$ cat config.mk
export PLATFORM = sky130hd
export DESIGN_NAME = axi_rd_responder
export DESIGN_NICKNAME = d
export VERILOG_FILES = /design/src/rtl/axi_rd_responder.sv
export SDC_FILE = /design/constraint.sdc
export NUM_CORES = 1
export LEC_CHECK = 0
export ABC_AREA = 1
export ABC_CLOCK_PERIOD_IN_PS = 5400
export BUFFER_PORTS_ARGS = -buffer_cell sky130_fd_sc_hd__buf_2
export CAP_MARGIN = 20
export CORE_MARGIN = 2
export CORE_UTILIZATION = 50
export CTS_CLUSTER_SIZE = 14
export DETAILED_ROUTE_END_ITERATION = 6
export PLACE_DENSITY = 0.74
export RECOVER_POWER = 50
export SLEW_MARGIN = 20
export SYNTH_ARGS = -nofsm -noshare
export SYNTH_HDL_FRONTEND = slang
export SYNTH_SLANG_ARGS = --single-unit
$ cat constraint.sdc
create_clock -name clk -period 5.4 [get_ports clk]
set_input_delay 0.54 -clock clk [delete_from_list [all_inputs] [get_ports clk]]
set_output_delay 0.54 -clock clk [all_outputs]
set_load 0.03 [all_outputs]
$ cat src/rtl/axi_rd_responder.sv
// axi_rd_responder: AXI4 read-channel slave serving bursts from a 1-cycle-latency word SRAM
// Ports: clk/rst_n (async active-low); AR channel arvalid/arready/araddr/arid/arlen/arsize/arburst;
//        R channel rvalid/rready/rdata/rresp/rlast/rid; SRAM port mem_en/mem_addr/mem_rdata.
module axi_rd_responder #(
    parameter logic [31:0] BASE_ADDR  = 32'h8000_0000,
    parameter logic [31:0] SIZE_BYTES = 32'h0010_0000,
    parameter int          MEM_AW     = 18,
    parameter int          LATENCY    = 2
) (
    input  logic              clk,
    input  logic              rst_n,
    input  logic              arvalid,
    output logic              arready,
    input  logic [31:0]       araddr,
    input  logic [3:0]        arid,
    input  logic [7:0]        arlen,
    input  logic [2:0]        arsize,
    input  logic [1:0]        arburst,
    output logic              rvalid,
    input  logic              rready,
    output logic [31:0]       rdata,
    output logic [1:0]        rresp,
    output logic              rlast,
    output logic [3:0]        rid,
    output logic              mem_en,
    output logic [MEM_AW-1:0] mem_addr,
    input  logic [31:0]       mem_rdata
);
    typedef enum logic [2:0] {IDLE, WAIT, FETCH, CAPT, RESP} state_t;
    state_t state, state_nx;
    logic [31:0] addr, off, step, wmask, addr_nx;
    logic [7:0]  len, beat_cnt;
    logic [2:0]  size;
    logic [1:0]  burst, resp_c;
    logic [3:0]  cnt;
    logic        ar_hs, r_hs, last_beat, wrap_ok, misalign;
    assign ar_hs     = arvalid && arready;
    assign r_hs      = rvalid && rready;
    assign last_beat = beat_cnt == len;
    // Unsigned offset: anything below BASE_ADDR wraps to a huge value and fails the window test too.
    assign off       = addr - BASE_ADDR;
    assign step      = 32'd1 << size;
    assign wmask     = ((32'(len) + 32'd1) << size) - 32'd1;
    assign wrap_ok   = len == 8'd1 || len == 8'd3 || len == 8'd7 || len == 8'd15;
    assign misalign  = (size == 3'd1 && addr[0]) || (size == 3'd2 && addr[1:0] != 2'b00);
    assign mem_addr  = off[MEM_AW+1:2];
    always_comb begin
        resp_c = off >= SIZE_BYTES ? 2'b11 :
                 (size > 3'd2 || burst == 2'b11 || (burst == 2'b10 && !wrap_ok) || misalign) ? 2'b10 : 2'b00;
        // WRAP keeps the bits above the block size and increments only inside the block.
        addr_nx = burst == 2'b01 ? addr + step :
                  burst == 2'b10 ? (addr & ~wmask) | ((addr + step) & wmask) : addr;
    end
    always_ff @(posedge clk or negedge rst_n) begin
        if (!rst_n) state <= IDLE;
        else        state <= state_nx;
    end
    always_comb begin
        state_nx = state;
        case (state)
            IDLE:    state_nx = ar_hs ? (LATENCY == 0 ? FETCH : WAIT) : IDLE;
            WAIT:    state_nx = cnt == 4'd1 ? FETCH : WAIT;
            FETCH:   state_nx = CAPT;
            CAPT:    state_nx = RESP;
            RESP:    state_nx = r_hs ? (last_beat ? IDLE : FETCH) : RESP;
            default: state_nx = IDLE;
        endcase
    end
    always_comb begin
        arready = state == IDLE;
        rvalid  = state == RESP;
        mem_en  = state == FETCH && resp_c == 2'b00;
    end
    always_ff @(posedge clk or negedge rst_n) begin
        if (!rst_n) begin
            addr     <= '0;
            rid      <= '0;
            len      <= '0;
            size     <= '0;
            burst    <= '0;
            beat_cnt <= '0;
            cnt      <= '0;
            rdata    <= '0;
            rresp    <= '0;
            rlast    <= 1'b0;
        end else begin
            if (ar_hs) begin
                addr     <= araddr;
                rid      <= arid;
                len      <= arlen;
                size     <= arsize;
                burst    <= arburst;
                beat_cnt <= '0;
                cnt      <= 4'(LATENCY);
            end
            if (state == WAIT) cnt <= cnt - 4'd1;
            // Address is unchanged between FETCH and CAPT, so resp_c here matches the strobe decision.
            if (state == CAPT) begin
                rdata <= resp_c == 2'b00 ? mem_rdata : 32'd0;
                rresp <= resp_c;
                rlast <= last_beat;
            end
            if (r_hs) begin
                rlast <= 1'b0;
                if (!last_beat) begin
                    beat_cnt <= beat_cnt + 8'd1;
                    addr     <= addr_nx;
                end
            end
        end
    end
endmodule
Word level (Yosys, flattened, before mapping) --
Index checks and enable logic that the tools add are counted.
Word-level totals: flip-flop bits (word level) 99, latch bits 0, RAM bits 0, memory bits (read-only) 0, input bits 85, output and inout bits 60, word-level logic and storage cells 80, memories kept 0
Cells by class: add/subtract/negate cells 6, $mul 0, div/mod/pow operators 0, $lt $le $gt $ge 2, eq/ne operators 16, shift-type cells 2, multiplexer cells 20, bitwise operators 4, reduce and logical (&&, ||, !) cells 19
Operator list (number):
- 2-to-1 mux 32 bit | 6
- AND 32 bit | 2
- adder 32 bit | 1
- >= comparator 32 x 21 -> 1 bit, second input constant | 1
- NOT 32 bit | 1
- OR 32 bit | 1
- left shift 1 x 3 -> 32 bit, first input constant | 1
- left shift 9 x 3 -> 32 bit | 1
- subtractor 32 x 1 -> 32 bit, second input constant | 1
- subtractor 32 bit, second input constant | 1
- 2-to-1 mux 8 bit | 3
- case mux 3 bit (5 select lines) | 1
- adder 8 x 1 -> 9 bit, second input constant | 1
- equality test 3 x 2 -> 1 bit, second input constant | 3
- adder 8 x 1 -> 8 bit, second input constant | 1
- equality test 8 x 1 -> 1 bit, second input constant | 1
- equality test 8 x 2 -> 1 bit, second input constant | 1
- equality test 8 x 3 -> 1 bit, second input constant | 1
- equality test 8 x 4 -> 1 bit, second input constant | 1
- equality test 8 bit | 1
- 2-to-1 mux 2 bit | 4
- 2-to-1 mux 4 bit | 2
- logical OR 1 bit | 7
- equality test 3 x 1 -> 1 bit, second input constant | 2
- 14 further kinds | 24

Logic depth before layout (Yosys ltp) --
Gate-level depths: netlist (run 1).
depth after elaboration 12, gate-level depth with buffers 22

Worst setup path after synthesis (run 1) --
No wires, ideal clock.
path kind register to register, start point reg size[2], end point reg (tool-made name), library setup time 0.120 ns, data arrival time 2.610 ns, required time 5.280 ns, path slack 2.669 ns, stages on the path, launching flop included 18, buffers on the path 2, period minus slack after synthesis 2.731 ns, cell sequence dfrtp_1 buf_2 inv_2 buf_2 nor3_1 ha_1 inv_1 nor3_1 nand2_1 nand2_1 nand3_1 nor3_2 nand4_1 or2_0 nand2_1 nor2_1 o21ai_1 nand2_1
RTL lines:
- start, declared | line 33 | logic [2:0] size;
- start signal, assigned | line 91 | size <= arsize;

==> qor.csv, run 1 <==
stage,metric,value,unit
global_routing,grt_pass1_vias,6493,
worst_setup_path,slowest_stage,clkbuf_1,
cells_and_area,drive_above_1_share,0.189,
cts,cts_buffers,9,
synth,yosys-top-cells-area,"dfrtp_1 34%, nand2_1 14%, nand3_1 6.1%",
cells_and_area,fill_cells,1380,
die,initial_core_util,0.515,
worst_setup_path,crit_path_cell_trace,nor3_1 > nand2_1 > clkbuf_1 > nand2_1 > inv_1 > a22o_1 > inv_1 > nand2_1 > nand2_1 > nand2_1,
sta,finalCritPeriodShare,0.688,
run_status,violations,"max-capacitance violations, max-slew violations",
synth,synth_fp_nets,1088,
cts,postCtsSetupBuffers,0,
cts,cts_hold_buf,0,
cts,cts-resized-gates,0,
synth,ys_seq_elements,99,
synth,synth_most_common_cell,nand2_1,
synth,synth-edff-count,0,
synth,synthXorXnorAreaFrac,0.0292,
global_routing,grt.overflow.total,0,
global_routing,grt_util_all_layers,0.262,
route,dr_wl_met2,8920,microns
cts,clock_sinks,99,
cells_and_area,nNetsFinal,1195,
cts,tritoncts,built,
sta,tns,0,ns
sta,clock_skew,0.00751,ns
sta,maxSlewHeadroom,-1.16,
cells_and_area,fin_area,0.00813,sq mm
place,portBuffers,144,
worst_setup_path,cp-start-kind,flop,
worst_setup_path,end_kind,flop,
hold_path,hp-class,in2reg,
sta,setup_violations,0,
route,drt_iter0_drc,510,
global_routing,antenna_found_initial,0,
place,dp.cells,1259,
route,top_layer,met4,
worst_setup_path,crit_top_cell,nand2_1,
route,viasPerCell,5.47,
pwr,p_per_area,584,mW/mm^2
worst_setup_path,critPathMaxStageDelay,1.13,ns
sta,fin_hold_ws,0.371,ns
cells_and_area,final_cells,1275,
sta,hold_viol,0,
route,wl_met3,1300,microns
worst_setup_path,arrival,4.01,ns
place,dp_hpwl,14100,microns
sta,slew_viol_final,89,
synth,netlist_area,0.00720,sq mm
global_routing,grt_pass1_wl,31600,microns
cts,insertion_delay,0.36,ns
synth,synth_compound_area_frac,0.150,
run,drv_cap,2,
route,ant_nets,0,
synth,yosys-top-cells-count,"275 x nand2_1, 99 x dfrtp_1, 88 x nand3_1",
synth,synth_mux_area_frac,0.00139,
die,ios,145,
cells_and_area,antenna_cells,0,
cts,root_buffer,clkbuf_16,
synth,syn_inst,983,
worst_setup_path,crit_fanout,28,
synth,ys.warnings.count,0,
synth,yosysUniqueCellTypes,53,
route,vias,6977,
sta,rsz0062_at_grt,false,
route,avgRoutedWirePerCell,15.1,microns
sta,fin_crit,3.72,ns
synth,async_flop_share,1.00,
worst_setup_path,critPathKind,reg2reg,
cts,htree_levels,3,
synth,synth_top_family_by_area,simple AND/OR/NAND/NOR gates,
place,placed_cell_area,0.00788,sq mm
pwr,ir_drop,0.245,mV
place,post-place-ws,2.09,ns
route,routed_wl,19200,microns
synth,synth_top_area_cell,dfrtp_1,
pwr,power.leakage,4.16,nW
die,core,0.0140,sq mm
global_routing,grt_max_degree,60,
worst_setup_path,crit_required,5.70,ns
synth,synth_simple_gate_area_frac,0.347,
route,dr.pass1.iters,5,
cts,clkTransAtPathRegs,0.08,ns
synth,yosysTopAreaCellShare,0.344,
synth,synth_fa_ha_area_frac,0.0358,
sta,max_freq,0.269,GHz
synth,synth_flop_cell,dfrtp_1,
die,rows,43,
synth,synth.avg_cell_area,7.33,sq um
die,die_area,0.0154,sq mm
die,die_w,124,microns
cells_and_area,area_growth,12.9,%
sta,fin_ws,1.68,ns
sta,tightest_slew,3.24,ns
run_status,status,"finished, violations left",
synth,ys_seq_area_frac,0.344,
route,wl_met1,8640,microns
cts,ctsLongestPathBuffers,2,
die,die_h,124,microns
place,gp_congestion,0.961,
route,drc,0,
-- final timing paths --
kind                           from                         end  slack [ns]  cells past startpoint
max                        state[1]                        flop        1.68                     10
min reg2reg                  rid[2]                      rid[2]        0.48                      2
min                         arid[2]                      rid[2]        0.37                      3
min in group asynchronous     rst_n  asynchronous set/reset pin        1.26                      1
max in group asynchronous     rst_n                   rdata[26]        1.85                      2
max reg2reg                state[1]                        flop        1.68                     10
-- logic make-up (layout without fill, tap and decap cells) --
kind of cell / after synthesis / count (layout)
AND/OR/NAND/NOR: 520 / 520
AO/OA/AOI/OAI: 170 / 170
buffers and inverters: 149 / 261
flip-flops: 99 / 99
XOR/XNOR: 24 / 24
adder cells (fa/ha/maj): 20 / 20
multiplexers: 1 / 1
-- worst max-delay path: cells and delay by family (launching register included) --
kind / cells / cell delay (ns)
DFF: 1 / 0.42
and+or+nand+nor: 6 / 1.11
buffers and inverters: 3 / 1.89
AOI/OAI and AO/OA: 1 / 0.22
-- area by class of cell --
class	instances	area (sq um)	area share
well taps	180	225	0.0277
multi-input cells	735	4060	0.499
clock buffers	9	225	0.0277
repair buffers	148	706	0.0868
inverters	97	370	0.0456
clock inverters	7	67.6	0.00831
flip-flops and latches	99	2480	0.305
-- power breakdown --
part,leakage [nW],switching [W],internal [W],total [W]
Clock,0.148,0.000326,0.000328,0.000654
Sequential,1.27,0.000332,0.000960,0.00129
Combinational,2.74,0.00193,0.000871,0.00280
-- cell usage in the layout, fill, tap and decap left out, drive strengths merged, types with 20 or more instances in the layout --
master and count:
clkbuf 40, a21oi 46, nor3 21, dfrtp 99, buf 117, o21ai 66, nor2 65, a22o 34
nand3 104, nand4 20, nand2 300, inv 99, xor2 22
-- per-layer routing --
metal | vias up | track usage
li1 | 3468 | -
met1 | 3208 | 0.352
met2 | 269 | 0.424
met3 | 32 | 0.0595
met4 | 0 | 0.0751
met5 | - | 0
-- through the flow --
stage / power, W / utilization
finish: 0.00475 / 0.581
global route: 0.00518 / 0.581
CTS: 0.00474 / 0.584
detailed placement: 0.00406 / 0.564
global placement: 0.00403 / 0.564
floorplan: 0.00351 / -
No activity file was read; power rests on OpenSTA's default activity.
==> inputs of run 2 (changes only) <==
--- a/config.mk
+++ b/config.mk
@@ -5,15 +5,15 @@
 export SDC_FILE = /design/constraint.sdc
 export NUM_CORES = 1
 export LEC_CHECK = 0
-export ABC_AREA = 1
-export ABC_CLOCK_PERIOD_IN_PS = 5400
+export ABC_AREA = 0
+export ABC_CLOCK_PERIOD_IN_PS = 3400
 export BUFFER_PORTS_ARGS = -buffer_cell sky130_fd_sc_hd__buf_2
 export CAP_MARGIN = 20
 export CORE_MARGIN = 2
 export CORE_UTILIZATION = 50
 export CTS_CLUSTER_SIZE = 14
 export DETAILED_ROUTE_END_ITERATION = 6
-export PLACE_DENSITY = 0.74
+export PLACE_DENSITY = 0.77
 export RECOVER_POWER = 50
 export SLEW_MARGIN = 20
 export SYNTH_ARGS = -nofsm -noshare
==> constraint.sdc (replaced) <==
create_clock -name clk -period 3.4 [get_ports clk]
set_input_delay 0.34 -clock clk [delete_from_list [all_inputs] [get_ports clk]]
set_output_delay 0.34 -clock clk [all_outputs]
set_load 0.03 [all_outputs]
==> run 2 against run 1 <==
Net effect: die area shrank 5.1%; sequential share of layout area decreased by 0.46 points; the flow still finishes with violations (max-capacitance violations, max-slew violations); global-route usage grew 1.8 points; count of clock-buffer cells in the layout grew 1; final area increased by 1.8%.
==> qor.csv, run 2 <==
stage,metric,value,unit,change
run_status,status,"finished, violations left",,
run_status,violations,"max-capacitance violations, max-slew violations",,
global_routing,antenna_found_initial,0,,unchanged
worst_setup_path,crit_path_cell_trace,ha_1 > and3_2 > xnor2_1 > mux4_2 > a31oi_4 > nor2b_2 > nand4_1 > nor3_2 > ha_1 > nor2b_2 > o21ai_2 > o221a_2 > o21ai_0 > nand2_1 > a22o_1,,
cells_and_area,nNetsFinal,1095,,-8.4%
cells_and_area,final_util,0.623,,+0.0416
die,die_h,121,microns,-2.6%
global_routing,grt.busiest_layer,met2,,
cts,tritoncts,built,,
sta,finalCritPeriodShare,0.981,,+0.293
global_routing,grt_util_all_layers,0.280,,+0.0183
worst_setup_path,slowest_stage,dfrtp_2,,
global_routing,grt.overflow.total,0,,unchanged
synth,synth_top_area_cell,dfrtp_1,,
run,drv_cap,1,,-1
worst_setup_path,r2r_slack,0.06,ns,-1.62 ns
route,avgRoutedWirePerCell,17.3,microns,+15%
die,die_area,0.0146,sq mm,-5.1%
cells_and_area,antenna_cells,0,,unchanged
global_routing,use_met2,0.453,,+0.0289
sta,max_freq,0.300,GHz,+11%
route,vias,6953,,-0.34%
die,rows,42,,-2.3%
die,core,0.0133,sq mm,-5.0%
synth,yosysTopAreaCellShare,0.363,,+0.0193
pwr,power.leakage,3.70,nW,-11%
worst_setup_path,crit_fanout,7,,-75%
cts,htree_levels,3,,unchanged
route,drt_iter0_drc,617,,+21%
route,dr.pass1.iters,5,,unchanged
global_routing,grt_pass1_wl,32500,microns,+2.9%
synth,synth_flop_cell,dfrtp_1,,
worst_setup_path,arrival,3.63,ns,-0.38 ns
cts,root_buffer,clkbuf_16,,
place,portBuffers,144,,unchanged
cells_and_area,final_cells,1171,,-8.2%
cts,insertion_delay,0.36,ns,about the same
sta,maxSlewHeadroom,-0.0258,,+1.13
route,ant_nets,0,,unchanged
place,dp.cells,1153,,-8.4%
global_routing,globalRouteMet1Util,0.384,,+0.0327
worst_setup_path,cp-start-kind,flop,,
cts,clock_sinks,99,,unchanged
worst_setup_path,r2r-start,len[0],,
worst_setup_path,reg2reg_depth,15,,+5
pwr,ir_drop,0.473,mV,+93%
worst_setup_path,critPathMaxStageDelay,0.45,ns,-0.68 ns
cts,clkTransAtPathRegs,0.07,ns,about the same
synth,synth-edff-count,0,,unchanged
sta,tightest_slew,1.54,ns,-1.70 ns
worst_setup_path,crit_required,3.69,ns,-2.01 ns
synth,ys_seq_area_frac,0.363,,+0.0193
route,routed_wl,20300,microns,+5.4%
worst_setup_path,end_kind,flop,,
route,viasPerCell,5.94,,+8.5%
synth,yosys-top-cells-area,"dfrtp_1 36%, nand2_1 8.8%, o21ai_0 6.2%",,
route,drc,0,,unchanged
global_routing,use_met3,0.0505,,-0.00905
synth,synth_most_common_cell,nand2_1,,
sta,rsz0062_at_grt,true,,
cells_and_area,drive_above_1_share,0.246,,+0.0572
synth,yosysUniqueCellTypes,76,,+43%
sta,fin_crit,3.34,ns,-0.380 ns
synth,synth_fp_nets,952,,-13%
sta,slew_viol_final,58,,-35%
hold_path,hp-class,in2reg,,
cells_and_area,final_cell_mix,"160 x nand2_1, 115 x buf_2, 93 x dfrtp_1, 81 x o21ai_0, 60 x nor2_1",,
place,dp_hpwl,15000,microns,+6.2%
pwr,fin_total_pwr,0.00857,W,+81%
worst_setup_path,critPathKind,reg2reg,,
sta,clock_skew,0.00739,ns,-0.000123 ns
cells_and_area,final_common_cell,nand2_1,,
cells_and_area,fill_cells,1236,,-10%
pwr,p_per_area,1040,mW/mm^2,+77%
synth,ys_seq_elements,99,,unchanged
cts,ctsLongestPathBuffers,2,,unchanged
hold_path,worstHoldStart,arid[1],,
global_routing,grt_max_degree,58,,-3.3%
sta,tns,0,ns,unchanged
cts,cts_buffers,9,,unchanged
place,gp_congestion,0.979,,+1.9%
global_routing,grt_pass1_vias,6549,,+0.86%
worst_setup_path,startpoint,len[0],,
die,ios,145,,unchanged
synth,async_flop_share,1.00,,unchanged
sta,hold_viol,0,,unchanged
synth,ys.warnings.count,0,,unchanged
synth,yosys-top-cells-count,"160 x nand2_1, 99 x dfrtp_1, 85 x o21ai_0",,
sta,setup_violations,0,,unchanged
cells_and_area,area_growth,21.4,%,
synth,syn_inst,847,,-14%
die,die_w,121,microns,-2.6%
synth,synth.avg_cell_area,8.05,sq um,+9.9%
synth,netlist_area,0.00682,sq mm,-5.3%
die,initial_core_util,0.513,,-0.00196
-- run 2: cell count changes after synthesis, sizes merged, moves of 15 or more --
cell / before / now
nand2: 300 / 160
inv: 94 / 17
nand3: 104 / 32
a22o: 34 / 4
clkbuf: 12 / 39
o21ai: 66 / 87
and3: 0 / 15
-- run 2: what timing repair did --
action | 4_1_cts | 5_1_grt
hold buffers | 0 | 0
setup endpoints to repair | 1 | 16
pin swaps | 0 | 3
setup buffers | 0 | 2
resized for setup | 2 | 37
-- run 2: kinds of logic after synthesis --
logic type | after synthesis | synth area share
flops | 99 | 0.363
compound gates | 231 | 0.223
simple gates | 370 | 0.262
buf+inv | 90 | 0.0615
fa+ha+maj | 20 | 0.0378
xor+xnor | 24 | 0.0308
mux | 13 | 0.0220
-- run 2: worst max-delay path: cells and delay by family, from the launching register on --
kind	cells	cell delay, ns
AO/OA/AOI/OAI	5	0.71
XOR/XNOR	1	0.24
adder cells (fa/ha/maj)	2	0.46
flip-flops	1	0.45
multiplexers	1	0.36
AND/OR/NAND/NOR	6	1.05
-- run 2: layout make-up --
class                           count  area (sq um)  share of cell area
Clock buffer                       10           239              0.0289
Clock inverter                      6          48.8             0.00589
Inverter                           18          67.6             0.00816
Multi-Input combinational cell    658          4080               0.492
Sequential cell                    99          2480               0.300
Tap cell                          176           220              0.0266
Timing Repair Buffer              204          1140               0.138
-- run 2: metrics by stage --
| stage | area, sq um | setup slack (ns) | hold slack [ns] |
|---|---|---|---|
| 6_report | 8280 | 0.0632 | 0.173 |
| 5_1_grt | 8280 | -0.121 | 0.183 |
| 4_1_cts | 8160 | 0.00272 | 0.0940 |
| 3_5_place_dp | 7870 | -0.0397 | 0.461 |
| 3_3_place_gp | 7870 | 0.0586 | 0.454 |
| 2_1_floorplan | 6820 | 0.0164 | 0.0444 |
-- run 2: worst min path at each step --
| stage | end | slack [ns] | cells after the start |
|---|---|---|---|
| 2_1_floorplan | asynchronous set/reset pin | 0.04 | 0 |
| 3_3_place_gp | rid[2] | 0.45 | 2 |
| 3_5_place_dp | rid[0] | 0.46 | 2 |
| 4_1_cts | rdata[3] | 0.09 | 1 |
| 5_1_grt | len[7] | 0.18 | 3 |
| 6_report | rid[1] | 0.17 | 3 |
-- run 2: power breakdown --
| group | total, W | internal, W | switching (W) |
|---|---|---|---|
| combinational | 0.00536 | 0.00206 | 0.00331 |
| clock | 0.00102 | 0.000525 | 0.000491 |
| sequential | 0.00219 | 0.00169 | 0.000501 |
-- run 2: metal layers --
| layer | wire length (microns) | vias to the layer above | part of all wire |
|---|---|---|---|
| met5 | 0 | - | 0 |
| met4 | 433 | 0 | 0.021 |
| met3 | 1760 | 36 | 0.087 |
| met2 | 9300 | 344 | 0.46 |
| met1 | 8790 | 3244 | 0.43 |
| li1 | - | 3329 | - |
